==> config.mk <==
export PLATFORM = sky130hd
export DESIGN_NAME = sequence_detector_flat
export DESIGN_NICKNAME = d
export VERILOG_FILES = /design/src/rtl/sequence_detector_pkg.sv /design/src/rtl/sequence_detector_if.sv /design/src/rtl/sequence_detector_window.sv /design/src/rtl/sequence_detector.sv /design/src/flat_wrapper.sv
export SDC_FILE = /design/constraint.sdc
export NUM_CORES = 1
export LEC_CHECK = 0
export CAP_MARGIN = 20
export CELL_PAD_IN_SITES_DETAIL_PLACEMENT = 1
export CELL_PAD_IN_SITES_GLOBAL_PLACEMENT = 2
export CORE_MARGIN = 2
export CORE_UTILIZATION = 40
export CTS_BUF_LIST = sky130_fd_sc_hd__clkbuf_8
export DETAILED_ROUTE_END_ITERATION = 8
export PLACE_DENSITY_LB_ADDON = 0.1
export SLEW_MARGIN = 30
export SYNTH_ARGS = -nofsm -noshare
export SYNTH_HDL_FRONTEND = slang
export SYNTH_SLANG_ARGS = --single-unit
==> constraint.sdc <==
create_clock -name clk -period 2.3 [get_ports clk]
set_input_delay 0.23 -clock clk [delete_from_list [all_inputs] [get_ports clk]]
set_output_delay 0.23 -clock clk [all_outputs]
set_load 0.01 [all_outputs]
==> src/rtl/sequence_detector_pkg.sv <==
// rtl/sequence_detector_pkg.sv - shared types and default sizes for the sequence detector
// Purpose: FSM state encoding and default SEQ_W / LOSS_THRESH / CNT_W values.
//          The sequence generator uses the same SEQ_W so both ends agree on the period.
// Ports:   none (package)
package seq_det_pkg;

  typedef enum logic {
    SEARCH = 1'b0,
    LOCKED = 1'b1
  } state_t;

  localparam int SEQ_W_DEF       = 16;
  localparam int LOSS_THRESH_DEF = 3;
  localparam int CNT_W_DEF       = 8;

endpackage

==> src/rtl/sequence_detector_if.sv <==
// rtl/sequence_detector_if.sv - stream/status bundle between the input pin and the detector
// Purpose: groups the serial input, the programmed pattern and the status outputs.
//          Optional err_clr exists only when SEQ_DET_ERR_CLR_EN is defined.
// Ports (signals):
//   seq_in     serial bit, MSB of pattern first
//   seqence    pattern to detect (quasi-static)
//   match      one-cycle pulse when the window equals the pattern
//   locked     high while locked
//   LED_locked copy of locked for the board LED
//   err_cnt    saturating bit-error count
//   err_clr    (SEQ_DET_ERR_CLR_EN only) synchronous clear of err_cnt
// Modports: master = stimulus side, slave = detector side.
interface sequence_detector_if
  import seq_det_pkg::*;
#(
  parameter int SEQ_W = SEQ_W_DEF,
  parameter int CNT_W = CNT_W_DEF
) ();

  logic             seq_in;
  logic [SEQ_W-1:0] seqence;
  logic             match;
  logic             locked;
  logic             LED_locked;
  logic [CNT_W-1:0] err_cnt;
`ifdef SEQ_DET_ERR_CLR_EN
  logic             err_clr;

  modport master (
    output seq_in, seqence, err_clr,
    input  match, locked, LED_locked, err_cnt
  );

  modport slave (
    input  seq_in, seqence, err_clr,
    output match, locked, LED_locked, err_cnt
  );
`else
  modport master (
    output seq_in, seqence,
    input  match, locked, LED_locked, err_cnt
  );

  modport slave (
    input  seq_in, seqence,
    output match, locked, LED_locked, err_cnt
  );
`endif

endinterface

==> src/rtl/sequence_detector_window.sv <==
// rtl/sequence_detector_window.sv - sliding bit window, fill counter and pattern compare
// Purpose: shifts one bit per clock and flags when the window including the bit
//          being sampled now equals the pattern, once enough bits have arrived.
// Ports:
//   clk, rst_n  clock, asynchronous active-low reset
//   seq_in      serial input bit
//   pat         registered pattern to compare against
//   cmp         combinational hit for the current edge
module seq_det_window
  import seq_det_pkg::*;
#(
  parameter int SEQ_W = SEQ_W_DEF
) (
  input  logic             clk,
  input  logic             rst_n,
  input  logic             seq_in,
  input  logic [SEQ_W-1:0] pat,
  output logic             cmp
);

  localparam int FILL_W = $clog2(SEQ_W + 1);

  // Only the newest SEQ_W-1 bits need storing: the compare always appends
  // the bit being sampled, so the oldest window bit would never be read.
  logic [SEQ_W-2:0]  win_q;
  logic [FILL_W-1:0] fill_q;
  logic [SEQ_W-1:0]  win_next;

  assign win_next = {win_q, seq_in};
  assign cmp      = (win_next == pat) && (fill_q >= FILL_W'(SEQ_W - 1));

  always_ff @(posedge clk or negedge rst_n) begin
    if (!rst_n) begin
      win_q  <= '0;
      fill_q <= '0;
    end else begin
      win_q <= win_next[SEQ_W-2:0];
      if (fill_q != FILL_W'(SEQ_W)) begin
        fill_q <= fill_q + 1'b1;
      end
    end
  end

endmodule

==> src/rtl/sequence_detector.sv <==
// rtl/sequence_detector.sv - serial test-sequence receiver with lock, error count and loss detect
// Purpose: searches the input stream for the programmed pattern, locks to its period,
//          checks each later bit against the expected rotation, counts errors and drops
//          lock after LOSS_THRESH consecutive misses. Optional err_clr input is enabled by
//          the SEQ_DET_ERR_CLR_EN macro.
// Ports:
//   clk    system clock, rising edge
//   rst_n  asynchronous active-low reset
//   bus    sequence_detector_if.slave: seq_in, seqence, match, locked, LED_locked,
//          err_cnt (and err_clr when SEQ_DET_ERR_CLR_EN is defined)
module sequence_detector
  import seq_det_pkg::*;
#(
  parameter int SEQ_W       = SEQ_W_DEF,
  parameter int LOSS_THRESH = LOSS_THRESH_DEF,
  parameter int CNT_W       = CNT_W_DEF
) (
  input  logic                clk,
  input  logic                rst_n,
  sequence_detector_if.slave  bus
);

  localparam int MISS_W = $clog2(SEQ_W + 1);

  state_t            state_q;
  logic [SEQ_W-1:0]  pat_q;
  logic [SEQ_W-1:0]  exp_q;
  logic [MISS_W-1:0] miss_q;
  logic [MISS_W-1:0] miss_inc;
  logic [CNT_W-1:0]  err_cnt_q;
  logic              match_q;
  logic              locked_q;
  logic              led_q;
  logic              cmp;
  logic              pat_chg;
  logic              bit_ok;

  seq_det_window #(
    .SEQ_W (SEQ_W)
  ) u_window (
    .clk    (clk),
    .rst_n  (rst_n),
    .seq_in (bus.seq_in),
    .pat    (pat_q),
    .cmp    (cmp)
  );

  // A pattern change wins over everything on the edge it is seen; cmp still
  // refers to the old pattern then, so its hit is discarded.
  assign pat_chg  = (bus.seqence != pat_q);
  assign bit_ok   = (bus.seq_in == exp_q[SEQ_W-1]);
  assign miss_inc = miss_q + 1'b1;

  always_ff @(posedge clk or negedge rst_n) begin
    if (!rst_n) begin
      state_q   <= SEARCH;
      pat_q     <= '0;
      exp_q     <= '0;
      miss_q    <= '0;
      err_cnt_q <= '0;
      match_q   <= 1'b0;
      locked_q  <= 1'b0;
      led_q     <= 1'b0;
    end else begin
      pat_q   <= bus.seqence;
      match_q <= cmp && !pat_chg;

      case (state_q)
        SEARCH: begin
          miss_q <= '0;
          if (cmp && !pat_chg) begin
            state_q  <= LOCKED;
            exp_q    <= pat_q;
            locked_q <= 1'b1;
            led_q    <= 1'b1;
          end
        end

        LOCKED: begin
          if (pat_chg) begin
            state_q  <= SEARCH;
            miss_q   <= '0;
            locked_q <= 1'b0;
            led_q    <= 1'b0;
          end else begin
            exp_q <= {exp_q[SEQ_W-2:0], exp_q[SEQ_W-1]};
            if (bit_ok) begin
              miss_q <= '0;
            end else begin
              if (!(&err_cnt_q)) begin
                err_cnt_q <= err_cnt_q + 1'b1;
              end
              // The error on the loss edge is still counted above.
              if (miss_inc == MISS_W'(LOSS_THRESH)) begin
                state_q  <= SEARCH;
                miss_q   <= '0;
                locked_q <= 1'b0;
                led_q    <= 1'b0;
              end else begin
                miss_q <= miss_inc;
              end
            end
          end
        end

        default: state_q <= SEARCH;
      endcase

`ifdef SEQ_DET_ERR_CLR_EN
      // Placed last so a clear overrides an increment on the same edge.
      if (bus.err_clr) begin
        err_cnt_q <= '0;
      end
`endif
    end
  end

  assign bus.match      = match_q;
  assign bus.locked     = locked_q;
  assign bus.LED_locked = led_q;
  assign bus.err_cnt    = err_cnt_q;

endmodule
==> src/flat_wrapper.sv <==
// flat-port wrapper written by rule: the top's interface ports become plain ports
module sequence_detector_flat import seq_det_pkg::*;
#(
  parameter int SEQ_W       = SEQ_W_DEF,
  parameter int LOSS_THRESH = LOSS_THRESH_DEF,
  parameter int CNT_W       = CNT_W_DEF
)
  (clk, rst_n, bus_seq_in, bus_seqence, bus_match, bus_locked, bus_LED_locked, bus_err_cnt);
  sequence_detector_if #(.SEQ_W(SEQ_W), .CNT_W(CNT_W)) bus_i ();
  input  logic clk;
  input  logic rst_n;
  input wire logic [$bits(bus_i.seq_in)-1:0] bus_seq_in;
  input wire logic [$bits(bus_i.seqence)-1:0] bus_seqence;
  output wire logic [$bits(bus_i.match)-1:0] bus_match;
  output wire logic [$bits(bus_i.locked)-1:0] bus_locked;
  output wire logic [$bits(bus_i.LED_locked)-1:0] bus_LED_locked;
  output wire logic [$bits(bus_i.err_cnt)-1:0] bus_err_cnt;
  assign bus_i.seq_in = bus_seq_in;
  assign bus_i.seqence = bus_seqence;
  assign bus_match = bus_i.match;
  assign bus_locked = bus_i.locked;
  assign bus_LED_locked = bus_i.LED_locked;
  assign bus_err_cnt = bus_i.err_cnt;
  sequence_detector #(.SEQ_W(SEQ_W), .LOSS_THRESH(LOSS_THRESH), .CNT_W(CNT_W)) u_core (.clk(clk), .rst_n(rst_n), .bus(bus_i));
endmodule
==> results.md, run 1 <==
* Port Buf Inserts at 29
* Top FF cell, synth: dfrtp_1
* Critical Path End Type: flop
* Final antenna-violating net count at 0
* Worst EP arrival at 2.44 ns
* Initial core utilization at 41.9%
* GRT Overall Usage at about a fifth
* Relative slew slack at about three fifths
* Final Hold Vio Count at 0
* Post-synth EDFFs at 0
* Wire per inst at 16.8 um
* Die height at 88.8 um
* Top cell by count, worst path: xor2_1
* Via count at 1,883
* Post-CTS Setup Bufs at 0
* Syn avg cell area at between 10 and 15 um^2
* Worst path max stage delay at 0.45 ns
* Share of cells above drive strength 1 at 15.4%
* Max_cap viols at 0
* Iter 0 DRT Violations at slightly below 90
* Outcome: finished clean
* Diode count at 0
* Reg2reg end: u_core.bus.err_cnt[5]
* Routability congestion estimate at roughly 0.76
* Synth Instances at 227
* Vias in the first global route at 2,001
* Post-synthesis sequential area ratio at 59.1%
* Fillers at 707
* Largest net degree at the start of global routing at 45
* Maximum vdd drop at 309 uV
* CTS root buffer: clkbuf_8
* Total Wirelength at 6430 um
* Depth of the worst register-to-register path at 7
* Multi-input combinational cell area at ~1100 um^2
* Final setup fails at 0
* Worst Hold Class: in2reg
* #FFs+latches synth at 68
* FF/Latch Area at 1700 um^2
* Mapped Nets at 252
* Fmax at 464 MHz
* First-pass GRT wire length at 10,700 um
* Setup Crit Path Kind: reg2reg
* Synth unique cells at 33
* Pwr dens at 666 nW/um^2
* CP Cell Sequence: xor2_1 -> nor4_2 -> nand4_1 -> buf_4 -> nand2b_4 -> nor4_1 -> xor2_1
* Worst slew pin tran at 0.609 ns
* Post-synthesis instance area at between 2000 and 3000 um^2
* Full die area at ~7900 um^2
* Global route overflow at 0
* TritonCTS clock tree: done
* CP Capture Point: u_core.bus.err_cnt[5]
* Placed cells at 365
* Final Max Slew Viols at 0
* Hold Slack at 0.351 ns
* CTS H-tree lvls at 3
* Area Overhead vs Synth at 26.7%
* Final period utilization at 93.8%
* Required time worst endpoint at 2.58 ns
* Leakage at 0.00165 uW
* Area of the core at 6870 um^2
* Final min period at 2.16 ns
* Row cnt at 30
* Synth async-reset ratio at between 90% and 100%
* I/O Pins at 30
* TritonCTS Buffers at 9
* WHS Path Cells at 1
* Worst path slowest cell: dfrtp_1
* RSZ-0062 raised after global routing: false
* Residual DRC at 0
* Worst Setup SP: u_core.pat_q[5]
* Final #Nets at between 300 and 400
* Chip width at 88.8 um
* R2R Setup Slk at around 0.14 ns
* Post-DP HPWL at 4670 um
* Reg clk slew, reported paths at 0.08 ns
* Crit Path Max Fanout at 8
* Worst skew pair latency at 0.36 ns
* Yosys warns at 0
* Worst R2R Start: u_core.pat_q[5]
* Clock Path Buffers at 2
* DR pass1 iterations at 6
* Antenna violations before repair at 0
* Layout Cells excl Fill at 382
* Crit path launch type: flop
* Clock skew at roughly 0.01 ns
* Pwr Total at 2430 uW
* Vias per cell at 4.93
* Clock sink total at a little under 70
worst min-delay path by stage:
| stage | startpoint | end |
|---|---|---|
| final | bus_seqence[0] | u_core.pat_q[0] |
| after global routing | bus_seqence[2] | u_core.pat_q[2] |
| after CTS | bus_seqence[4] | u_core.pat_q[4] |
| after detailed placement | rst_n | u_core.pat_q[15] |
| after global placement | rst_n | u_core.pat_q[7] |
| after floorplan | rst_n | u_core.bus.err_cnt[0] |
what timing repair did:
action                                  in CTS  in global routing
cloned                                       0                  0
endpoints found under the setup margin      18                  1
endpoints found under the hold margin       24                  0
hold buffers                                 1                  0
resized for setup                            2                  1
power breakdown:
group / internal, uW / switching [uW] / leakage, uW
registers: 1220 / 29.7 / 0.000873
logic: 73.5 / 68.2 / 0.000673
clock network: 539 / 496 / 0.0000995
total: 1830 / 594 / 0.00165
layout make-up:
class	instances	area share, %
multi-input combinational	146	31.0
clock buffer	10	3.77
timing repair buffer	48	12.5
sequential	68	46.7
clock inverter	6	1.96
tap	96	3.29
inverter	8	0.824
worst max-delay path, delay by kind of cell (launching register included):
family                 cells  cell delay [ns]
AND/OR/NAND/NOR            4             1.09
flip-flops                 1             0.45
XOR/XNOR                   2             0.35
buffers and inverters      1             0.19
Yosys cell counts (2+ instances only):
| master | number | area [um^2] |
|---|---|---|
| and3_1 | 5 | 31.3 |
| inv_1 | 8 | 30.0 |
| nor4_1 | 5 | 31.3 |
| xor2_1 | 24 | 210 |
| nor3_1 | 3 | 15.0 |
| nand3_1 | 8 | 40.0 |
| a221o_1 | 16 | 160 |
| ha_1 | 6 | 75.1 |
| a21oi_1 | 3 | 15.0 |
| nor2_1 | 13 | 48.8 |
| nand2b_1 | 2 | 12.5 |
| and2_1 | 17 | 106 |
| buf_2 | 2 | 10.0 |
| mux2_2 | 3 | 33.8 |
| dfrtp_1 | 68 | 1700 |
| nand4_1 | 5 | 31.3 |
| xnor2_1 | 21 | 184 |
| nand2_1 | 3 | 11.3 |
cells by family (layout without fill, tap and decap cells):
kind of cell    after synthesis  in the layout  share of synthesized area, %
buf+inv                      13             72                          2.17
compound gates               25             25                          7.78
mux                           3              3                          1.17
simple gates                 67             67                          13.4
flops                        68             68                          59.1
xor+xnor                     45             45                          13.7
fa+ha+maj                     6              6                          2.61
state kept, by name (all words and copies together) (netlist names):
signal                  flops
u_core.u_window.fill_q      5
u_core.exp_q               16
u_core.bus.locked           1
u_core.u_window.win_q      15
u_core.miss_q               5
u_core.bus.err_cnt          8
u_core.bus.match            1
u_core.pat_q               16
u_core.state_q              1
layout by cell type, fill, tap and decap left out, types with 3 or more instances in the layout:
master | synthesis | final
dfrtp_1 | 68 | 68
clkdlybuf4s50_1 | 0 | 28
xor2_1 | 24 | 24
xnor2_1 | 21 | 21
and2_1 | 17 | 17
a221o_1 | 16 | 16
buf_4 | 1 | 16
nor2_1 | 13 | 12
clkbuf_8 | 0 | 10
inv_1 | 8 | 8
nand3_1 | 8 | 8
ha_1 | 6 | 6
and3_1 | 5 | 5
nand4_1 | 5 | 5
nor4_1 | 5 | 4
a21oi_1 | 3 | 3
nand2_1 | 3 | 3
mux2_2 | 3 | 3
nor3_1 | 3 | 3
stage by stage:
step	area [um^2]	setup TNS (ns)	worst slack [ns]	util, %
after global placement	3410	-6.91	-0.324	49.7
after detailed placement	3410	-7.24	-0.357	49.7
final	3650	0	0.143	53.1
after CTS	3640	0	0.0964	53.0
after floorplan	2880	0	0.346	-
after global routing	3650	0	0.00321	53.1
per-layer routing:
| metal | routed length, um | vias up | track usage [%] |
|---|---|---|---|
| met5 | 0 | - | 0 |
| met2 | 2750 | 30 | 26.3 |
| met4 | 104 | 0 | 6.61 |
| li1 | - | 895 | - |
| met1 | 3280 | 949 | 27.8 |
| met3 | 295 | 9 | 5.32 |
No activity file was read; power rests on OpenSTA's default activity.
==> run 2, diff against run 1 <==
- CORE_ASPECT_RATIO: not set -> 0.5
==> run 2 against run 1 <==
Final cell count down 1.8%. Sequential share of layout area up 0.98 points. Worst setup slack better by 0.0033 ns.
==> results.md, run 2 (same netlist as run 1, synthesis figures left out) <==
* Global route overflow at 0 (unchanged)
* Total Wirelength at 6590 um (was 6430 um)
* Reg clk slew, reported paths at 0.07 ns (was 0.08 ns)
* Commonest non-fill, non-tap cell in the layout: dfrtp_1 (unchanged)
* Final min period at 2.15 ns (was 2.16 ns)
* Hold Path End: u_core.pat_q[1] (was u_core.pat_q[0])
* Area Overhead vs Synth at 24.1% (was 26.7%)
* Post-DP HPWL at 4840 um (was 4670 um)
* Multi-input combinational cell area at 1130 um^2 (about the same)
* Most frequent cells in the layout: dfrtp_1, clkdlybuf4s50_1, xor2_1, xnor2_1, and2_1 (unchanged)
* Worst Setup SP: u_core.pat_q[15] (was u_core.pat_q[5])
* First-pass GRT wire length at 10,900 um (was 10,700 um)
* Clock Path Buffers at 2 (unchanged)
* Maximum vdd drop at 346 uV (was 309 uV)
* Chip width at 124 um (was 88.8 um)
* Vias in the first global route at 2,084 (was 2,001)
* Via count at 1,905 (was 1,883)
* DR pass1 iterations at 4 (was 6)
* Worst skew pair latency at 0.35 ns (was 0.36 ns)
* Crit Path Max Fanout at 8 (unchanged)
* Worst R2R Start: u_core.pat_q[15] (was u_core.pat_q[5])
* CTS root buffer: clkbuf_8 (unchanged)
* Leakage at 0.00164 uW (was 0.00165 uW)
* Pwr dens at 630 nW/um^2 (was 666 nW/um^2)
* Worst EP arrival at 2.38 ns (was 2.44 ns)
* Reg2reg end: u_core.bus.err_cnt[1] (was u_core.bus.err_cnt[5])
* Final Max Slew Viols at 0 (unchanged)
* Full die area at 7930 um^2 (was 7890 um^2)
* Required time worst endpoint at 2.53 ns (was 2.58 ns)
* Residual DRC at 0 (unchanged)
* Antenna violations before repair at 0 (unchanged)
* FF/Latch Area at 1700 um^2 (unchanged)
* GRT Overall Usage at 18.9% (was 18.8%)
* Die height at 64.0 um (was 88.8 um)
* Final #Nets at 304 (was 306)
* Initial core utilization at 42.1% (was 41.9%)
* Wire per inst at 17.6 um (was 16.8 um)
* Max_cap viols at 0 (unchanged)
* Final Hold Vio Count at 0 (unchanged)
* Fmax at 464 MHz (about the same)
* Largest regs: u_core.exp_q (16), u_core.pat_q (16), u_core.u_window.win_q (15) (unchanged)
* HP Start: bus_seqence[1] (was bus_seqence[0])
* Clock skew at 0.00864 ns (was 0.0100 ns)
* Area of the core at 6830 um^2 (was 6870 um^2)
* Final setup fails at 0 (unchanged)
* TritonCTS clock tree: done (unchanged)
* WHS Path Cells at 1 (unchanged)
* Fillers at 712 (was 707)
* CTS H-tree lvls at 3 (unchanged)
* Setup tns final at 0 ns (unchanged)
* Final antenna-violating net count at 0 (unchanged)
* Routability congestion estimate at 0.766 (was 0.765)
* Clock sink total at 68 (unchanged)
* Iter 0 DRT Violations at 90 (was 89)
* Setup Crit Path Kind: reg2reg (unchanged)
* R2R Setup Slk at 0.15 ns (was 0.14 ns)
* Depth of the worst register-to-register path at 7 (unchanged)
* Port Buf Inserts at 29 (unchanged)
* Row cnt at 21 (was 30)
* Share of cells above drive strength 1 at 13.4% (was 15.4%)
* Critical Path End Type: flop (unchanged)
* Vias per cell at 5.08 (was 4.93)
* Crit path launch type: flop (unchanged)
* TritonCTS Buffers at 9 (unchanged)
* Outcome: finished clean (unchanged)
* Final period utilization at 93.7% (was 93.8%)
* Diode count at 0 (unchanged)
* Worst slew pin tran at 0.511 ns (was 0.609 ns)
* Largest net degree at the start of global routing at 26 (was 45)
* Hold Slack at 0.370 ns (was 0.351 ns)
* Worst Hold Class: in2reg (unchanged)
* I/O Pins at 30 (unchanged)
* Relative slew slack at 65.9% (was 59.4%)
==> run 2: changes by cell type in the layout (fill, tap and decap cells not counted), moves of 2 or more <==
| cell | change |
|---|---|
| clkinv_2 | +2 |
| clkinvlp_4 | -2 |
| inv_1 | +2 |
| inv_6 | -2 |
==> run 2: power by group <==
group	internal (uW)	switching, uW	leakage [uW]
sequential	1220	29.9	0.000873
clock	433	433	0.0000976
combinational	65.7	64.6	0.000665
==> run 2: worst max path at each step <==
stage / endpoint / depth (start not counted)
after global routing: u_core.exp_q[3] / 8
after global placement: u_core.exp_q[0] / 6
after detailed placement: u_core.exp_q[0] / 6
after CTS: u_core.bus.err_cnt[1] / 6
after floorplan: u_core.exp_q[10] / 6
final: u_core.bus.err_cnt[1] / 7
==> run 2: per-layer routing <==
metal  track usage, %  part of all wire (%)  wire length, um  up-vias
li1                 -                     -                -      901
met1             24.9                    49             3230      964
met2             29.1                    45             2950       31
met3             7.23                   5.0              331        9
met4             5.90                   1.3               84        0
met5                0                     0                0        -
==> run 2: final cells by class <==
| class | count | share of cell area [%] |
|---|---|---|
| flip-flops and latches | 68 | 47.7 |
| multi-input cells | 146 | 31.6 |
| repair buffers | 46 | 12.0 |
| clock buffers | 11 | 4.24 |
| well taps | 92 | 3.22 |
| inverters | 8 | 0.841 |
| clock inverters | 4 | 0.491 |
==> run 2: stage by stage <==
step           area [um^2]  power (uW)  cells  util [%]  worst slack, ns
2_1_floorplan         2880        1310    227         -            0.346
3_3_place_gp          3360        1400    358      49.2           -0.207
3_5_place_dp          3360        1410    358      49.2           -0.240
4_1_cts               3540        2290    374      51.9           0.0408
5_1_grt               3570        2350    375      52.3          -0.0168
6_report              3570        2250    375      52.3            0.146
==> run 2: critical path, cell delays in order, from the launching register on <==
cell      delay, ns
dfrtp_1        0.43
xor2_1         0.19
nor4_1         0.29
buf_4          0.17
nand4_1        0.15
nand2b_4       0.24
nor2_1         0.21
mux2_2         0.36
==> run 2: timing repair <==
| action | 4_1_cts | 5_1_grt |
|---|---|---|
| resized for setup | 1 | 1 |
| pin swaps | 0 | 1 |
| hold buffers | 1 | 0 |
| setup endpoints to repair | 16 | 18 |
| buffers inserted | 0 | 1 |
| hold endpoints to repair | 21 | 0 |
==> run 3, diff against run 2 <==
--- a/config.mk
+++ b/config.mk
@@ -7,3 +7,3 @@
 export LEC_CHECK = 0
-export CAP_MARGIN = 20
+export CAP_MARGIN = 0
 export CELL_PAD_IN_SITES_DETAIL_PLACEMENT = 1
@@ -15,3 +15,3 @@
 export DETAILED_ROUTE_END_ITERATION = 8
-export PLACE_DENSITY_LB_ADDON = 0.1
+export PLACE_DENSITY = 0.86
 export SLEW_MARGIN = 30
--- a/constraint.sdc
+++ b/constraint.sdc
@@ -3,2 +3,2 @@
 set_output_delay 0.23 -clock clk [all_outputs]
-set_load 0.01 [all_outputs]
+set_load 0.1 [all_outputs]
==> run 3 against run 2 <==
First-iteration DRC count up 71%. Sequential power about the same. Largest power group unchanged. Total power down 0.40%. Via count up 0.37%. Flip-flop and latch count unchanged. Largest cell class unchanged.
==> results.md, run 3 (same netlist as run 1, synthesis figures left out) <==
* Vias in the first global route at 2,040 (was 2,084)
* Via count at 1,912 (was 1,905)
* TritonCTS Buffers at 9 (unchanged)
* Vias per cell at 5.10 (was 5.08)
* Worst skew pair latency at 0.35 ns (about the same)
* TritonCTS clock tree: done (unchanged)
* Final #Nets at 304 (unchanged)
* CTS H-tree lvls at 3 (unchanged)
* Area of the core at 6830 um^2 (unchanged)
* P_sw at 518 uW (was 527 uW)
* HP Start: bus_seqence[9] (was bus_seqence[1])
* Internal at 1720 uW (about the same)
* Chip width at 124 um (unchanged)
* R2R Setup Slk at 0.19 ns (was 0.15 ns)
* Share of cells above drive strength 1 at 17.0% (was 13.4%)
* Final Max Slew Viols at 0 (unchanged)
* Worst EP arrival at 2.34 ns (was 2.38 ns)
* Port Buf Inserts at 29 (unchanged)
* Row cnt at 21 (unchanged)
* Final Hold Vio Count at 0 (unchanged)
* Final antenna-violating net count at 0 (unchanged)
* Post-DP HPWL at 4800 um (was 4840 um)
* Most frequent cells in the layout: dfrtp_1, buf_4, xor2_1, xnor2_1 (was dfrtp_1, clkdlybuf4s50_1, xor2_1, xnor2_1, and2_1)
* Full die area at 7930 um^2 (unchanged)
* Comb power frac at 5.6% (was 5.8%)
* Clock power frac at 38.4% (was 38.5%)
* Hold Path End: u_core.pat_q[9] (was u_core.pat_q[1])
* Maximum vdd drop at 363 uV (was 346 uV)
* Reg power frac at 56.0% (was 55.7%)
* Relative slew slack at 61.8% (was 65.9%)
* Switching part of the total at 23.1% (was 23.4%)
* First-pass GRT wire length at 11,200 um (was 10,900 um)
* Fmax at 474 MHz (was 464 MHz)
* Required time worst endpoint at 2.53 ns (about the same)
* Clock Path Buffers at 2 (unchanged)
* Post-route core utilization at 51.8% (was 52.3%)
* Iter 0 DRT Violations at 154 (was 90)
* I/O Pins at 30 (unchanged)
* Critical Path End Type: flop (unchanged)
* Routability congestion estimate at 0.756 (was 0.766)
* Final period utilization at 91.8% (was 93.7%)
* Worst Hold Class: in2reg (unchanged)
* Final setup fails at 0 (unchanged)
* Max_cap viols at 0 (unchanged)
* Depth of the worst register-to-register path at 6 (was 7)
* DR pass1 iterations at 5 (was 4)
* WHS Path Cells at 1 (unchanged)
* Setup tns final at 0 ns (unchanged)
* Residual DRC at 0 (unchanged)
* Leakage at 0.00166 uW (was 0.00164 uW)
* Clock sink total at 68 (unchanged)
* GRT Overall Usage at 19.5% (was 18.9%)
* Fillers at 732 (was 712)
* Final min period at 2.11 ns (was 2.15 ns)
* Die height at 64.0 um (unchanged)
* Initial core utilization at 42.1% (unchanged)
* Total Wirelength at 6530 um (was 6590 um)
* RSZ-0062 raised after global routing: false
* Wire per inst at 17.4 um (was 17.6 um)
* Area Overhead vs Synth at 22.9% (was 24.1%)
* Largest net degree at the start of global routing at 27 (was 26)
* Antenna violations before repair at 0 (unchanged)
* Reg2reg end: u_core.bus.err_cnt[1] (unchanged)
* Clock skew at 0.00806 ns (was 0.00864 ns)
* Crit Path Max Fanout at 7 (was 8)
* CTS root buffer: clkbuf_8 (unchanged)
* Global route overflow at 0 (unchanged)
* Worst slew pin tran at 0.572 ns (was 0.511 ns)
* Commonest non-fill, non-tap cell in the layout: dfrtp_1 (unchanged)
* Setup Crit Path Kind: reg2reg (unchanged)
* Pwr dens at 633 nW/um^2 (was 630 nW/um^2)
* Worst R2R Start: u_core.pat_q[5] (was u_core.pat_q[15])
* Reg clk slew, reported paths at 0.07 ns (about the same)
* Outcome: finished clean (unchanged)
* Largest regs: u_core.exp_q (16), u_core.pat_q (16), u_core.u_window.win_q (15) (unchanged)
* Diode count at 0 (unchanged)
* Crit path launch type: flop (unchanged)
-- run 3: cell count changes in the layout (fill, tap and decap cells not counted), sizes merged --
cell | before | now
buf | 17 | 28
clkdlybuf4s50 | 28 | 17
-- run 3: worst max path at each step --
stage / from / cells past startpoint / endpoint / slack [ns]
finish: u_core.pat_q[5] / 6 / u_core.bus.err_cnt[1] / 0.19
CTS: u_core.u_window.fill_q[1] / 8 / u_core.exp_q[0] / 0.12
global placement: bus_seqence[5] / 6 / u_core.exp_q[15] / -0.09
floorplan: u_core.bus.err_cnt[4] / 5 / u_core.bus.err_cnt[1] / 0.15
detailed placement: bus_seqence[5] / 6 / u_core.exp_q[0] / -0.18
global route: u_core.pat_q[11] / 7 / u_core.bus.err_cnt[5] / 0.02
-- run 3: final cells by class --
class / count / area (um^2) / share of cell area, %
flip-flops and latches: 68 / 1700 / 48.1
multi-input cells: 146 / 1120 / 31.7
repair buffers: 46 / 400 / 11.3
clock buffers: 11 / 151 / 4.28
well taps: 92 / 115 / 3.25
inverters: 8 / 30.0 / 0.849
clock inverters: 4 / 17.5 / 0.495
-- run 3: power groups by stage --
stage	clock network [uW]	logic (uW)	registers, uW
global route	950	140	1260
global placement	0	125	1280
detailed placement	0	127	1280
finish	860	125	1250
floorplan	0	47.1	1270
CTS	895	129	1260
-- run 3: per-layer routing --
metal | global-route usage [%] | share of wire (%) | vias up | wire [um]
met5 | 0 | 0 | - | 0
met4 | 7.58 | 1.5 | 0 | 97
met3 | 5.63 | 4.4 | 13 | 287
met2 | 29.3 | 46 | 35 | 3020
met1 | 26.7 | 48 | 970 | 3120
li1 | - | - | 894 | -
-- run 3: critical path, stage by stage, from the launching register on --
cell      delay (ns)
dfrtp_1         0.44
xor2_1          0.16
nor4_1          0.40
nand4_1         0.22
nand2b_4        0.23
nor2_1          0.19
mux2_2          0.35
-- run 3: repair_timing --
action | in CTS | in global routing
resized for setup | 1 | 0
setup endpoints to repair | 16 | 16
pin swaps | 0 | 1
endpoints found under the hold margin | 24 | 0
hold buffers | 1 | 0
buffers inserted | 0 | 1
-- run 3: per-stage QoR --
stage / area, um^2 / hold WS, ns / total power (uW) / std cells / setup slack [ns]
2_1_floorplan: 2880 / -0.0656 / 1310 / 227 / 0.145
3_3_place_gp: 3330 / 0.239 / 1400 / 358 / -0.0878
3_5_place_dp: 3330 / 0.255 / 1410 / 358 / -0.184
4_1_cts: 3520 / 0.342 / 2280 / 374 / 0.118
5_1_grt: 3540 / 0.350 / 2350 / 375 / 0.0238
6_report: 3540 / 0.365 / 2240 / 375 / 0.188
